### src/rtl/keccak_sponge_controller_pkg.sv
`default_nettype none
// =============================================================================
// keccak_sponge_controller_pkg : sponge state type, defaults, counter-width helper
// Revision 1.0
// =============================================================================
package keccak_sponge_controller_pkg;

  localparam int N_R_DEFAULT = 24;
  localparam int RPC_DEFAULT = 1;

  typedef enum logic [2:0] {
    S_IDLE    = 3'd0,
    S_ABSORB  = 3'd1,
    S_PERMUT  = 3'd2,
    S_SQUEEZE = 3'd3,
    S_DONE    = 3'd4
  } sponge_state_t;

  // Width able to hold 0..n-1, never narrower than one bit.
  function automatic int cnt_width(input int n);
    return (n > 1) ? $clog2(n) : 1;
  endfunction

endpackage
`default_nettype wire

### src/rtl/keccak_sponge_controller_if.sv
`default_nettype none
// =============================================================================
// keccak_sponge_controller_if : front-end / datapath handshake bundle of the sponge controller
// Revision 1.0
// =============================================================================
interface keccak_sponge_controller_if #(
  parameter int BLK_W = 8,
  parameter int IDX_W = 5
);

  logic             START;
  logic [BLK_W-1:0] NUM_ABSORB;
  logic [BLK_W-1:0] NUM_SQUEEZE;
  logic             DIN_VALID;
  logic             DIN_READY;
  logic             DOUT_VALID;
  logic             DOUT_READY;
  logic             CLEAR_STATE;
  logic             ABSORB_EN;
  logic             ENABLE_ROUND;
  logic [IDX_W-1:0] ROUND_IDX;
  logic             BUSY;
  logic             DONE;

  modport master (
    output START, NUM_ABSORB, NUM_SQUEEZE, DIN_VALID, DOUT_READY,
    input  DIN_READY, DOUT_VALID, CLEAR_STATE, ABSORB_EN, ENABLE_ROUND,
           ROUND_IDX, BUSY, DONE
  );

  modport slave (
    input  START, NUM_ABSORB, NUM_SQUEEZE, DIN_VALID, DOUT_READY,
    output DIN_READY, DOUT_VALID, CLEAR_STATE, ABSORB_EN, ENABLE_ROUND,
           ROUND_IDX, BUSY, DONE
  );

endinterface
`default_nettype wire

### src/rtl/keccak_sponge_controller_round_counter.sv
`default_nettype none
// =============================================================================
// keccak_round_counter : RPC-stepped round index with saturating last flag
// Revision 1.0
// =============================================================================
module keccak_round_counter
  import keccak_sponge_controller_pkg::*;
#(
  parameter int N_R = N_R_DEFAULT,
  parameter int RPC = RPC_DEFAULT
) (
  input  wire logic                   clk,
  input  wire logic                   rst,
  input  wire logic                   en,
  input  wire logic                   clr,
  output logic [$clog2(N_R)-1:0]      round_idx,
  output logic                        last
);

  localparam int P     = N_R / RPC;
  localparam int RND_W = cnt_width(P);
  localparam int IDX_W = $clog2(N_R);

  logic [RND_W-1:0] rnd;

  assign last      = (rnd == RND_W'(P - 1));
  assign round_idx = IDX_W'(int'(rnd) * RPC);

  // Holds on the last value; the controller clears it before the next permutation.
  always_ff @(posedge clk) begin
    if (rst || clr) begin
      rnd <= '0;
    end else if (en && !last) begin
      rnd <= rnd + RND_W'(1);
    end
  end

endmodule
`default_nettype wire

### src/rtl/keccak_sponge_controller.sv
`default_nettype none
// =============================================================================
// keccak_sponge_controller : clear/absorb/permute/squeeze sequencer for the KECCAK core
// Revision 1.0
// =============================================================================
module keccak_sponge_controller
  import keccak_sponge_controller_pkg::*;
#(
  parameter int N_R   = N_R_DEFAULT,
  parameter int RPC   = RPC_DEFAULT,
  parameter int BLK_W = 8
) (
  input  wire logic                  CLK,
  input  wire logic                  RESET,
  keccak_sponge_controller_if.slave  bus
);

  localparam int IDX_W = $clog2(N_R);

  if ((RPC < 1) || ((N_R % RPC) != 0)) begin : g_rpc_check
    $error("keccak_sponge_controller: N_R must be a positive multiple of RPC");
  end

  sponge_state_t    state;
  logic [BLK_W-1:0] num_a;
  logic [BLK_W-1:0] num_s;
  logic [BLK_W-1:0] abs_cnt;
  logic [BLK_W-1:0] sq_cnt;
  logic [BLK_W-1:0] sq_next;
  logic             sq_final;
  logic             din_hs;
  logic             dout_hs;
  logic             rnd_clr;
  logic             rnd_last;
  logic [IDX_W-1:0] rnd_idx;

  assign din_hs   = (state == S_ABSORB) && bus.DIN_VALID;
  assign dout_hs  = (state == S_SQUEEZE) && bus.DOUT_READY;
  assign sq_next  = sq_cnt + BLK_W'(1);
  assign sq_final = (sq_next == num_s);
  assign rnd_clr  = din_hs || (dout_hs && !sq_final);

  keccak_round_counter #(
    .N_R (N_R),
    .RPC (RPC)
  ) u_round_counter (
    .clk       (CLK),
    .rst       (RESET),
    .en        (state == S_PERMUT),
    .clr       (rnd_clr),
    .round_idx (rnd_idx),
    .last      (rnd_last)
  );

  always_ff @(posedge CLK) begin
    if (RESET) begin
      state   <= S_IDLE;
      num_a   <= '0;
      num_s   <= '0;
      abs_cnt <= '0;
      sq_cnt  <= '0;
    end else begin
      case (state)
        S_IDLE: begin
          if (bus.START) begin
            // A zero block count still runs one block.
            num_a   <= (bus.NUM_ABSORB  == '0) ? BLK_W'(1) : bus.NUM_ABSORB;
            num_s   <= (bus.NUM_SQUEEZE == '0) ? BLK_W'(1) : bus.NUM_SQUEEZE;
            abs_cnt <= '0;
            sq_cnt  <= '0;
            state   <= S_ABSORB;
          end
        end
        S_ABSORB: begin
          if (bus.DIN_VALID) begin
            abs_cnt <= abs_cnt + BLK_W'(1);
            state   <= S_PERMUT;
          end
        end
        S_PERMUT: begin
          if (rnd_last) begin
            state <= (abs_cnt != num_a) ? S_ABSORB : S_SQUEEZE;
          end
        end
        S_SQUEEZE: begin
          if (bus.DOUT_READY) begin
            sq_cnt <= sq_next;
            state  <= sq_final ? S_DONE : S_PERMUT;
          end
        end
        S_DONE: begin
          state <= S_IDLE;
        end
        default: begin
          state <= S_IDLE;
        end
      endcase
    end
  end

  // CLEAR_STATE and ABSORB_EN are the only Mealy terms.
  assign bus.CLEAR_STATE  = (state == S_IDLE) && bus.START;
  assign bus.ABSORB_EN    = din_hs;
  assign bus.DIN_READY    = (state == S_ABSORB);
  assign bus.ENABLE_ROUND = (state == S_PERMUT);
  assign bus.ROUND_IDX    = (state == S_PERMUT) ? rnd_idx : '0;
  assign bus.DOUT_VALID   = (state == S_SQUEEZE);
  assign bus.BUSY         = (state != S_IDLE);
  assign bus.DONE         = (state == S_DONE);

endmodule
`default_nettype wire

### src/flat_wrapper.sv
// flat-port wrapper written by rule: the top's interface ports become plain ports
module keccak_sponge_controller_flat import keccak_sponge_controller_pkg::*;
#(
  parameter int N_R   = N_R_DEFAULT,
  parameter int RPC   = RPC_DEFAULT,
  parameter int BLK_W = 8
)
  (CLK, RESET, bus_START, bus_NUM_ABSORB, bus_NUM_SQUEEZE, bus_DIN_VALID, bus_DOUT_READY, bus_DIN_READY, bus_DOUT_VALID, bus_CLEAR_STATE, bus_ABSORB_EN, bus_ENABLE_ROUND, bus_ROUND_IDX, bus_BUSY, bus_DONE);
  keccak_sponge_controller_if #(.BLK_W(BLK_W), .IDX_W(5)) bus_i ();
  input  wire logic CLK;
  input  wire logic RESET;
  input wire logic [$bits(bus_i.START)-1:0] bus_START;
  input wire logic [$bits(bus_i.NUM_ABSORB)-1:0] bus_NUM_ABSORB;
  input wire logic [$bits(bus_i.NUM_SQUEEZE)-1:0] bus_NUM_SQUEEZE;
  input wire logic [$bits(bus_i.DIN_VALID)-1:0] bus_DIN_VALID;
  input wire logic [$bits(bus_i.DOUT_READY)-1:0] bus_DOUT_READY;
  output wire logic [$bits(bus_i.DIN_READY)-1:0] bus_DIN_READY;
  output wire logic [$bits(bus_i.DOUT_VALID)-1:0] bus_DOUT_VALID;
  output wire logic [$bits(bus_i.CLEAR_STATE)-1:0] bus_CLEAR_STATE;
  output wire logic [$bits(bus_i.ABSORB_EN)-1:0] bus_ABSORB_EN;
  output wire logic [$bits(bus_i.ENABLE_ROUND)-1:0] bus_ENABLE_ROUND;
  output wire logic [$bits(bus_i.ROUND_IDX)-1:0] bus_ROUND_IDX;
  output wire logic [$bits(bus_i.BUSY)-1:0] bus_BUSY;
  output wire logic [$bits(bus_i.DONE)-1:0] bus_DONE;
  assign bus_i.START = bus_START;
  assign bus_i.NUM_ABSORB = bus_NUM_ABSORB;
  assign bus_i.NUM_SQUEEZE = bus_NUM_SQUEEZE;
  assign bus_i.DIN_VALID = bus_DIN_VALID;
  assign bus_i.DOUT_READY = bus_DOUT_READY;
  assign bus_DIN_READY = bus_i.DIN_READY;
  assign bus_DOUT_VALID = bus_i.DOUT_VALID;
  assign bus_CLEAR_STATE = bus_i.CLEAR_STATE;
  assign bus_ABSORB_EN = bus_i.ABSORB_EN;
  assign bus_ENABLE_ROUND = bus_i.ENABLE_ROUND;
  assign bus_ROUND_IDX = bus_i.ROUND_IDX;
  assign bus_BUSY = bus_i.BUSY;
  assign bus_DONE = bus_i.DONE;
  keccak_sponge_controller #(.N_R(N_R), .RPC(RPC), .BLK_W(BLK_W)) u_core (.CLK(CLK), .RESET(RESET), .bus(bus_i));
endmodule
### config.mk
export PLATFORM = sky130hd
export DESIGN_NAME = keccak_sponge_controller_flat
export DESIGN_NICKNAME = d
export VERILOG_FILES = /design/src/rtl/keccak_sponge_controller_pkg.sv /design/src/rtl/keccak_sponge_controller_if.sv /design/src/rtl/keccak_sponge_controller_round_counter.sv /design/src/rtl/keccak_sponge_controller.sv /design/src/flat_wrapper.sv
export SDC_FILE = /design/constraint.sdc
export NUM_CORES = 1
export LEC_CHECK = 0
export ABC_AREA = 1
export BUFFER_PORTS_ARGS = -buffer_cell sky130_fd_sc_hd__buf_4
export CORE_MARGIN = 2
export CORE_UTILIZATION = 60
export CTS_CLUSTER_DIAMETER = 30
export DETAILED_ROUTE_END_ITERATION = 12
export HOLD_SLACK_MARGIN = 0.02
export PLACE_DENSITY = 0.91
export RECOVER_POWER = 25
export SLEW_MARGIN = 5
export SYNTH_ARGS = -nofsm -noshare
export SYNTH_HDL_FRONTEND = slang
export SYNTH_HIERARCHICAL = 1
export SYNTH_SLANG_ARGS = --single-unit
### constraint.sdc
create_clock -name CLK -period 3.8 [get_ports CLK]
set_input_delay 0.38 -clock CLK [delete_from_list [all_inputs] [get_ports CLK]]
set_output_delay 0.38 -clock CLK [all_outputs]
set_load 0.01 [all_outputs]
==> results of run 1 <==
-- per-stage QoR --
| step | utilization | setup slack (ps) | hold WS [ps] |
|---|---|---|---|
| after floorplan | - | 1860 | 442 |
| after global placement | 0.699 | 1740 | 460 |
| after detailed placement | 0.699 | 1500 | 462 |
| after CTS | 0.724 | 1430 | 314 |
| after global routing | 0.709 | 1200 | 323 |
| final | 0.709 | 1440 | 316 |
-- synth_stat cells (all sizes together) (9+ instances only) --
| cell type | n | area [um2] |
|---|---|---|
| nand2 | 83 | 322 |
| inv | 59 | 221 |
| nor2 | 48 | 205 |
| dfxtp | 40 | 801 |
| nand3 | 32 | 170 |
| a21oi | 29 | 145 |
| o21ai | 17 | 85.1 |
| nor3 | 11 | 77.6 |
| xor2 | 9 | 78.8 |
-- area by class of cell --
cell class | instances | area [um2]
Clock inverter | 2 | 10.0
Sequential cell | 40 | 801
Tap cell | 48 | 60.1
Inverter | 59 | 221
Multi-Input combinational cell | 252 | 1240
Timing Repair Buffer | 32 | 221
Clock buffer | 6 | 82.6
Fill cell | 332 | 1080
-- logic make-up (layout without fill, tap and decap cells) --
family	after synthesis	after routing	synth area share
buf+inv	67	99	0.113
fa+ha+maj	3	3	0.0160
xor+xnor	11	11	0.0412
simple gates	184	184	0.364
compound gates	54	54	0.123
flops	40	40	0.342
-- sequential cells by signal (all words and copies together), names as in the netlist --
register and count:
u_core/state 3, u_core/num_a 8, u_core/u_round_counter/rnd 5, u_core/num_s 8
u_core/abs_cnt 8, u_core/sq_cnt 8
-- metal layers --
metal  routed length, um  vias to the layer above  GRT usage
li1                    -                     1206          -
met4                 127                        0      0.122
met5                   0                        -          0
met2                2670                       64      0.468
met3                 271                       12     0.0460
met1                2260                     1021      0.290
-- final timing paths --
kind | from | slack (ps) | endpoint | cells after the start
hold reg to reg | u_core/num_s[7] | 470 | u_core/num_s[7] | 2
setup / recovery | u_core/sq_cnt[0] | 1440 | u_core/u_round_counter/rnd[3] | 14
hold / removal | bus_NUM_SQUEEZE[1] | 320 | u_core/num_s[1] | 3
setup reg to reg | u_core/sq_cnt[0] | 1440 | u_core/u_round_counter/rnd[3] | 14
-- power by group --
group	switching, W	total (W)	internal [W]
Sequential	0.0000554	0.000541	0.000485
Combinational	0.000358	0.000545	0.000187
Clock	0.000145	0.000290	0.000145
Total	0.000559	0.00138	0.000817
-- worst min-delay path, stage by stage --
cell    delay, ps
buf_4          80
nor2_1         30
nor2_1         80
==> impl_metrics.tcl, run 1 <==
set metrics [dict create \
    cts-root-to-sink-buffers 2 \
    critPathBufInv 0 \
    root_buffer "clkbuf_8" \
    cap_violations 0 \
    synth_cell_types 33 \
    total_leakage_power_nw 1.15 \
    grt_pass1_wl_mm 8.74 \
    drt_iter0_markers 212 \
    critPathCaptureType "flip-flop" \
    cts.repair.resized 0 \
    irDropWorstVdd_mv 0.290 \
    die_area_mm2 0.00441 \
    routed_wl_mm 5.33 \
    powerDensity_mw_per_mm2 522 \
    diodes 0 \
    crit_type "flip-flop to flip-flop" \
    ys_seq_area_frac 0.342 \
    cp.required_ps 4030 \
    first_pass_iters 4 \
    cts_tree "built" \
    hpwlAfterDp_mm 3.98 \
    fp.dieW_um 66.4 \
    relSlewSlack 0.497 \
    gp_congestion 0.933 \
    route.antenna.remaining_nets 0 \
    synth_ff_type "dfxtp_1" \
    layout_commonest_cell "nand2_1" \
    h-tree-depth 2 \
    cts_sinks 40 \
    fp-row-count 22 \
    path_max_fanout 8 \
    final_area_mm2 0.00264 \
    setup_violations 0 \
    syn_inst 359 \
    placedCellCount 431 \
    slowest_stage "dfxtp_1" \
    tns_ps 0 \
    min_period_ps 2360 \
    stdcell_count 439 \
    overflow 0 \
    status "finished, final reports clean" \
    track_usage 0.259 \
    final_cell_mix "80 x nand2_1, 54 x inv_1, 45 x nor2_1" \
    fmax_mhz 423 \
    io_buffer_count 32 \
    fin_crit_sh 0.622 \
    antenna_found_initial 0 \
    synthesis.area_mm2 0.00234 \
    tightest_slew_ps 754 \
    arrival_ps 2590 \
    p_total_w 0.00138 \
    dr_total_vias 2303 \
    postSynthAreaPerCell_um2 6.52 \
    skew_ps 6.62 \
    async_flop_share 0 \
    grt_setup_unrepaired "no" \
    hold_class "input pin to flip-flop" \
    synth-edff-count 0 \
    ioPinCount 33 \
    place_area_mm2 0.00260 \
    grt_max_degree 30 \
    holdBufCountCts 0 \
    yosys_warnings 6 \
    drc_errors 0 \
    syn2layout_area_growth_pct 12.7 \
    post_drt_wl_per_cell_um 12.2 \
    cp_common_cell "nand2_1" \
    path_clk_slew_ps 80 \
    syn_nets 383 \
    clk_latency_ps 290 \
    timing.final.hold_violations 0 \
    path_cells "ha_1 -> nand3_1 -> nor2_1 -> nand2_1 -> nand3_1 -> nand2_1 -> nor2_1 -> nand3_1 -> nand2_1 -> o22ai_1 -> nor2_4 -> a21boi_0 -> nand2_1 -> nor2_1" \
    synth-seq-cells 40 \
    maxSlewViolCount 0 \
    fin_nets 414 \
    grt_pass1_vias 2073 \
    core_area_mm2 0.00372 \
    critPathLaunchType "flip-flop" \
    cts_made_buffers 5 \
    max_stage_delay_ps 460 \
    drive_gt1_frac 0.125 \
    viasPerCell 5.25 \
    postCtsSetupRepairBufs 0 \
    crit_family "simple AND/OR/NAND/NOR gates" \
    start_util 0.630 \
    die_h_um 66.4 \
]
Note: power is estimated with default switching activity, not from simulation.
==> run 2, diff against run 1 <==
--- a/config.mk
+++ b/config.mk
@@ -8,11 +8,11 @@
 export ABC_AREA = 1
 export BUFFER_PORTS_ARGS = -buffer_cell sky130_fd_sc_hd__buf_4
 export CORE_MARGIN = 2
-export CORE_UTILIZATION = 60
+export CORE_UTILIZATION = 57
 export CTS_CLUSTER_DIAMETER = 30
 export DETAILED_ROUTE_END_ITERATION = 12
 export HOLD_SLACK_MARGIN = 0.02
-export PLACE_DENSITY = 0.91
+export PLACE_DENSITY = 0.87
 export RECOVER_POWER = 25
 export SLEW_MARGIN = 5
 export SYNTH_ARGS = -nofsm -noshare
==> constraint.sdc (replaced) <==
create_clock -name CLK -period 2.3 [get_ports CLK]
set_input_delay 0.23 -clock CLK [delete_from_list [all_inputs] [get_ports CLK]]
set_output_delay 0.23 -clock CLK [all_outputs]
set_load 0.01 [all_outputs]
==> impl_metrics.tcl, run 2 (synthesized netlist as in run 1, its figures left out) <==
set metrics [dict create \
    status "finished, final reports clean" \
    skew_ps 10.9 \
    fin_nets 415 \
    cp_num_cells 14 \
    fp-row-count 23 \
    clk_latency_ps 290 \
    setup_violations 0 \
    path_cells "ha_1 -> nand3_2 -> nor2_2 -> nand2_1 -> nand3_1 -> nand2_1 -> nor2_1 -> nand3_1 -> nand2_1 -> o22ai_1 -> nor2_4 -> a21boi_0 -> nand2_1 -> nor2_1" \
    holdBufCountCts 0 \
    ioPinCount 33 \
    syn2layout_area_growth_pct 14.5 \
    cp.required_ps 2540 \
    grt_max_degree 30 \
    io_buffer_count 32 \
    core_area_mm2 0.00397 \
    grt_pass1_wl_mm 8.98 \
    diodes 0 \
    fillers 354 \
    p_total_w 0.00232 \
    gp_congestion 0.952 \
    powerDensity_mw_per_mm2 867 \
    cap_violations 0 \
    postCtsSetupRepairBufs 0 \
    cts_made_buffers 5 \
    path_clk_slew_ps 80 \
    min_period_ps 2110 \
    route.antenna.remaining_nets 0 \
    die_area_mm2 0.00463 \
    fmax_mhz 475 \
    arrival_ps 2340 \
    root_buffer "clkbuf_8" \
    cts_tree "built" \
    layout_commonest_cell "nand2_1" \
    slowest_stage "dfxtp_2" \
    first_pass_iters 4 \
    hpwlAfterDp_mm 4.03 \
    hold_class "input pin to flip-flop" \
    critPathCaptureType "flip-flop" \
    start_util 0.589 \
    die_h_um 68.1 \
    reg2reg_depth 14 \
    cp_common_cell "nand2_1" \
    crit_family "simple AND/OR/NAND/NOR gates" \
    path_max_fanout 8 \
    cts.repair.resized 0 \
    overflow 0 \
    max_stage_delay_ps 400 \
    irDropWorstVdd_mv 0.509 \
    cts_sinks 40 \
    cts-root-to-sink-buffers 2 \
    dr_total_vias 2296 \
    timing.final.hold_violations 0 \
    antenna_found_initial 0 \
    h-tree-depth 2 \
    whs_path_depth 3 \
    drt_iter0_markers 168 \
    track_usage 0.256 \
    tightest_slew_ps 756 \
    tns_ps 0 \
    dpl_worst_slack_ps 64.0 \
    fin_ws_ps 194 \
    fp.dieW_um 68.1 \
    fin_crit_sh 0.916 \
    total_leakage_power_nw 1.16 \
    grt_pass1_vias 2156 \
    drive_gt1_frac 0.140 \
    routed_wl_mm 5.37 \
    grt_setup_unrepaired "no" \
    drc_errors 0 \
    critPathLaunchType "flip-flop" \
    viasPerCell 5.19 \
    post_drt_wl_per_cell_um 12.1 \
    final_cell_mix "80 x nand2_1, 54 x inv_1, 44 x nor2_1" \
    crit_type "flip-flop to flip-flop" \
    maxSlewViolCount 0 \
    critPathBufInv 0 \
    relSlewSlack 0.495 \
]
==> run 2: cell types whose count changed in the layout (fill, tap and decap cells not counted), sizes merged <==
cell / change
buf: +1
==> run 2: layout make-up <==
cell class                      count  area, um2  area share
Multi-Input combinational cell    252       1270       0.475
Clock inverter                      2       10.0     0.00374
Timing Repair Buffer               33        229      0.0855
Inverter                           59        221      0.0827
Clock buffer                        6       82.6      0.0308
Sequential cell                    40        802       0.299
Tap cell                           50       62.6      0.0234
==> run 2: metrics by stage <==
stage / util / hold WS [ps] / area (um2) / std cells
detailed placement: 0.656 / 465 / 2610 / 434
floorplan: - / 365 / 2340 / 359
finish: 0.675 / 171 / 2680 / 442
global route: 0.675 / 178 / 2680 / 442
CTS: 0.680 / 168 / 2700 / 442
global placement: 0.656 / 460 / 2610 / 434
==> run 2: path summary, 6_finish.rpt <==
path / startpoint / to / slack, ps
setup / recovery: u_core/sq_cnt[0] / u_core/u_round_counter/rnd[3] / 190
hold / removal: bus_NUM_SQUEEZE[1] / u_core/num_s[1] / 170
setup reg to reg: u_core/sq_cnt[0] / u_core/u_round_counter/rnd[3] / 190
hold reg to reg: u_core/num_a[1] / u_core/num_a[1] / 480
==> run 2: worst reg2reg max path, stage by stage (launching register included) <==
cell,delay [ps]
dfxtp_2,400
ha_1,220
nand3_2,140
nor2_2,140
nand2_1,80
nand3_1,110
nand2_1,60
nor2_1,100
nand3_1,80
nand2_1,80
o22ai_1,100
nor2_4,160
a21boi_0,230
nand2_1,80
nor2_1,80
==> run 2: per-layer routing <==
metal,GRT usage,wire (um),part of all wire
met5,0,0,0
met4,0.108,104,0.019
met3,0.0461,221,0.041
met2,0.468,2760,0.51
met1,0.289,2280,0.43
==> run 2: power by group <==
group          internal [W]  switching (W)
Combinational      0.000332       0.000616
Clock              0.000239       0.000245
Sequential         0.000802      0.0000880
==> run 3, diff against run 2 <==
--- a/config.mk
+++ b/config.mk
@@ -7,6 +7,7 @@
 export LEC_CHECK = 0
 export ABC_AREA = 1
 export BUFFER_PORTS_ARGS = -buffer_cell sky130_fd_sc_hd__buf_4
+export CORE_ASPECT_RATIO = 1.1
 export CORE_MARGIN = 2
 export CORE_UTILIZATION = 57
 export CTS_CLUSTER_DIAMETER = 30
==> impl_metrics.tcl, run 3 (synthesized netlist as in run 1, its figures left out) <==
set metrics [dict create \
    root_buffer "clkbuf_8" \
    core_area_mm2 0.00396 \
    tightest_slew_ps 670 \
    ioPinCount 33 \
    critPathLaunchType "flip-flop" \
    path_clk_slew_ps 70 \
    crit_type "flip-flop to flip-flop" \
    status "finished, final reports clean" \
    io_buffer_count 32 \
    r2r_end "u_core/u_round_counter/rnd[3]" \
    route.antenna.remaining_nets 0 \
    syn2layout_area_growth_pct 13.0 \
    cp.required_ps 2530 \
    timing.final.hold_violations 0 \
    wl_met2_mm 2.81 \
    fp.dieW_um 65.1 \
    diodes 0 \
    cts-root-to-sink-buffers 2 \
    endpoint "u_core/u_round_counter/rnd[3]" \
    arrival_ps 2310 \
    whs_path_depth 3 \
    path_max_fanout 8 \
    cts_sinks 40 \
    cts_made_buffers 5 \
    met1_length_mm 2.25 \
    relSlewSlack 0.550 \
    maxSlewViolCount 0 \
    die_area_mm2 0.00463 \
    antenna_found_initial 0 \
    hold_class "input pin to flip-flop" \
    wl_met3_um 290 \
    path_cells "ha_2 -> nand3_2 -> nor2_4 -> nand2_1 -> nand3_1 -> nand2_1 -> nor2_1 -> nand3_1 -> nand2_1 -> o22ai_1 -> nor2_4 -> a21boi_1 -> nand2_1 -> nor2_1" \
    viasPerCell 5.29 \
    fin_nets 414 \
    final_area_mm2 0.00264 \
    fmax_mhz 482 \
    h-tree-depth 2 \
    critPathCaptureType "flip-flop" \
    fillers 371 \
    min_period_ps 2080 \
    place_area_mm2 0.00260 \
    gp_congestion 0.885 \
    holdBufCountCts 0 \
    reg2reg_depth 14 \
    drive_gt1_frac 0.134 \
    clk_latency_ps 290 \
    grt_setup_unrepaired "no" \
    whs_ps 174 \
    final_cell_mix "80 x nand2_1, 54 x inv_1, 43 x nor2_1" \
    dr_total_vias 2329 \
    slowest_stage "dfxtp_2" \
    fp-row-count 24 \
    fin_crit_sh 0.903 \
    regArea_um2 802 \
    crit_start "u_core/sq_cnt[0]" \
    start_util 0.590 \
    drc_errors 0 \
    first_pass_iters 4 \
    post_drt_wl_per_cell_um 12.4 \
    max_stage_delay_ps 400 \
    grt_pass1_wl_mm 9.09 \
    setup_violations 0 \
    multi_input_area_mm2 0.00126 \
    r2r_start "u_core/sq_cnt[0]" \
    hpwlAfterDp_mm 4.02 \
    grt_max_degree 30 \
    irDropWorstVdd_mv 0.577 \
    cp_common_cell "nand2_1" \
    track_usage 0.249 \
    cts_tree "built" \
    overflow 0 \
    powerDensity_mw_per_mm2 842 \
    grt_pass1_vias 2106 \
    die_h_um 71.2 \
    layout_commonest_cell "nand2_1" \
    routed_wl_mm 5.44 \
    reg2reg_slack_ps 220 \
    tns_ps 0 \
    cap_violations 0 \
    skew_ps 5.46 \
    top_layer "met4" \
    drt_iter0_markers 173 \
    p_total_w 0.00223 \
    total_leakage_power_nw 1.14 \
]
run 3: report_power, final:
group / switching [W] / internal, W / leakage (nW)
Combinational: 0.000602 / 0.000316 / 0.776
Clock: 0.000226 / 0.000196 / 0.0359
Sequential: 0.0000858 / 0.000802 / 0.327
run 3: area by class of cell:
| type | instances | area share |
|---|---|---|
| sequential | 40 | 0.303 |
| tap | 52 | 0.0246 |
| clock buffer | 5 | 0.0260 |
| multi-input combinational | 252 | 0.478 |
| timing repair buffer | 32 | 0.0838 |
| inverter | 59 | 0.0838 |
run 3: critical path, delay by kind of cell (launching register included):
kind            cells  cell delay (ps)
flops               1              400
simple gates       11             1110
fa+ha+maj           1              230
compound gates      2              280
run 3: what timing repair did:
item | 4_1_cts | 5_1_grt
buffers inserted | 0 | 0
endpoints found under the setup margin | 0 | 5
gates resized for setup | 0 | 6
run 3: worst min-delay path by stage:
stage	from	to	slack, ps
floorplan	bus_NUM_ABSORB[2]	u_core/num_a[2]	360
global placement	u_core/num_a[4]	u_core/num_a[4]	460
detailed placement	u_core/num_a[1]	u_core/num_a[1]	460
CTS	bus_NUM_ABSORB[7]	u_core/num_a[7]	170
global route	bus_NUM_ABSORB[6]	u_core/num_a[6]	190
finish	bus_NUM_ABSORB[7]	u_core/num_a[7]	170
run 3: layer usage:
layer / vias up / GRT usage
li1: 1197 / -
met5: - / 0
met3: 12 / 0.0509
met1: 1054 / 0.292
met2: 66 / 0.443
met4: 0 / 0.0972
run 3: metrics by stage:
stage	setup slack, ps	utilization	cells
after floorplan	363	-	359
after global placement	243	0.656	435
after detailed placement	94.5	0.656	435
after CTS	52.7	0.674	440
after global routing	5.45	0.667	440
final	223	0.667	440
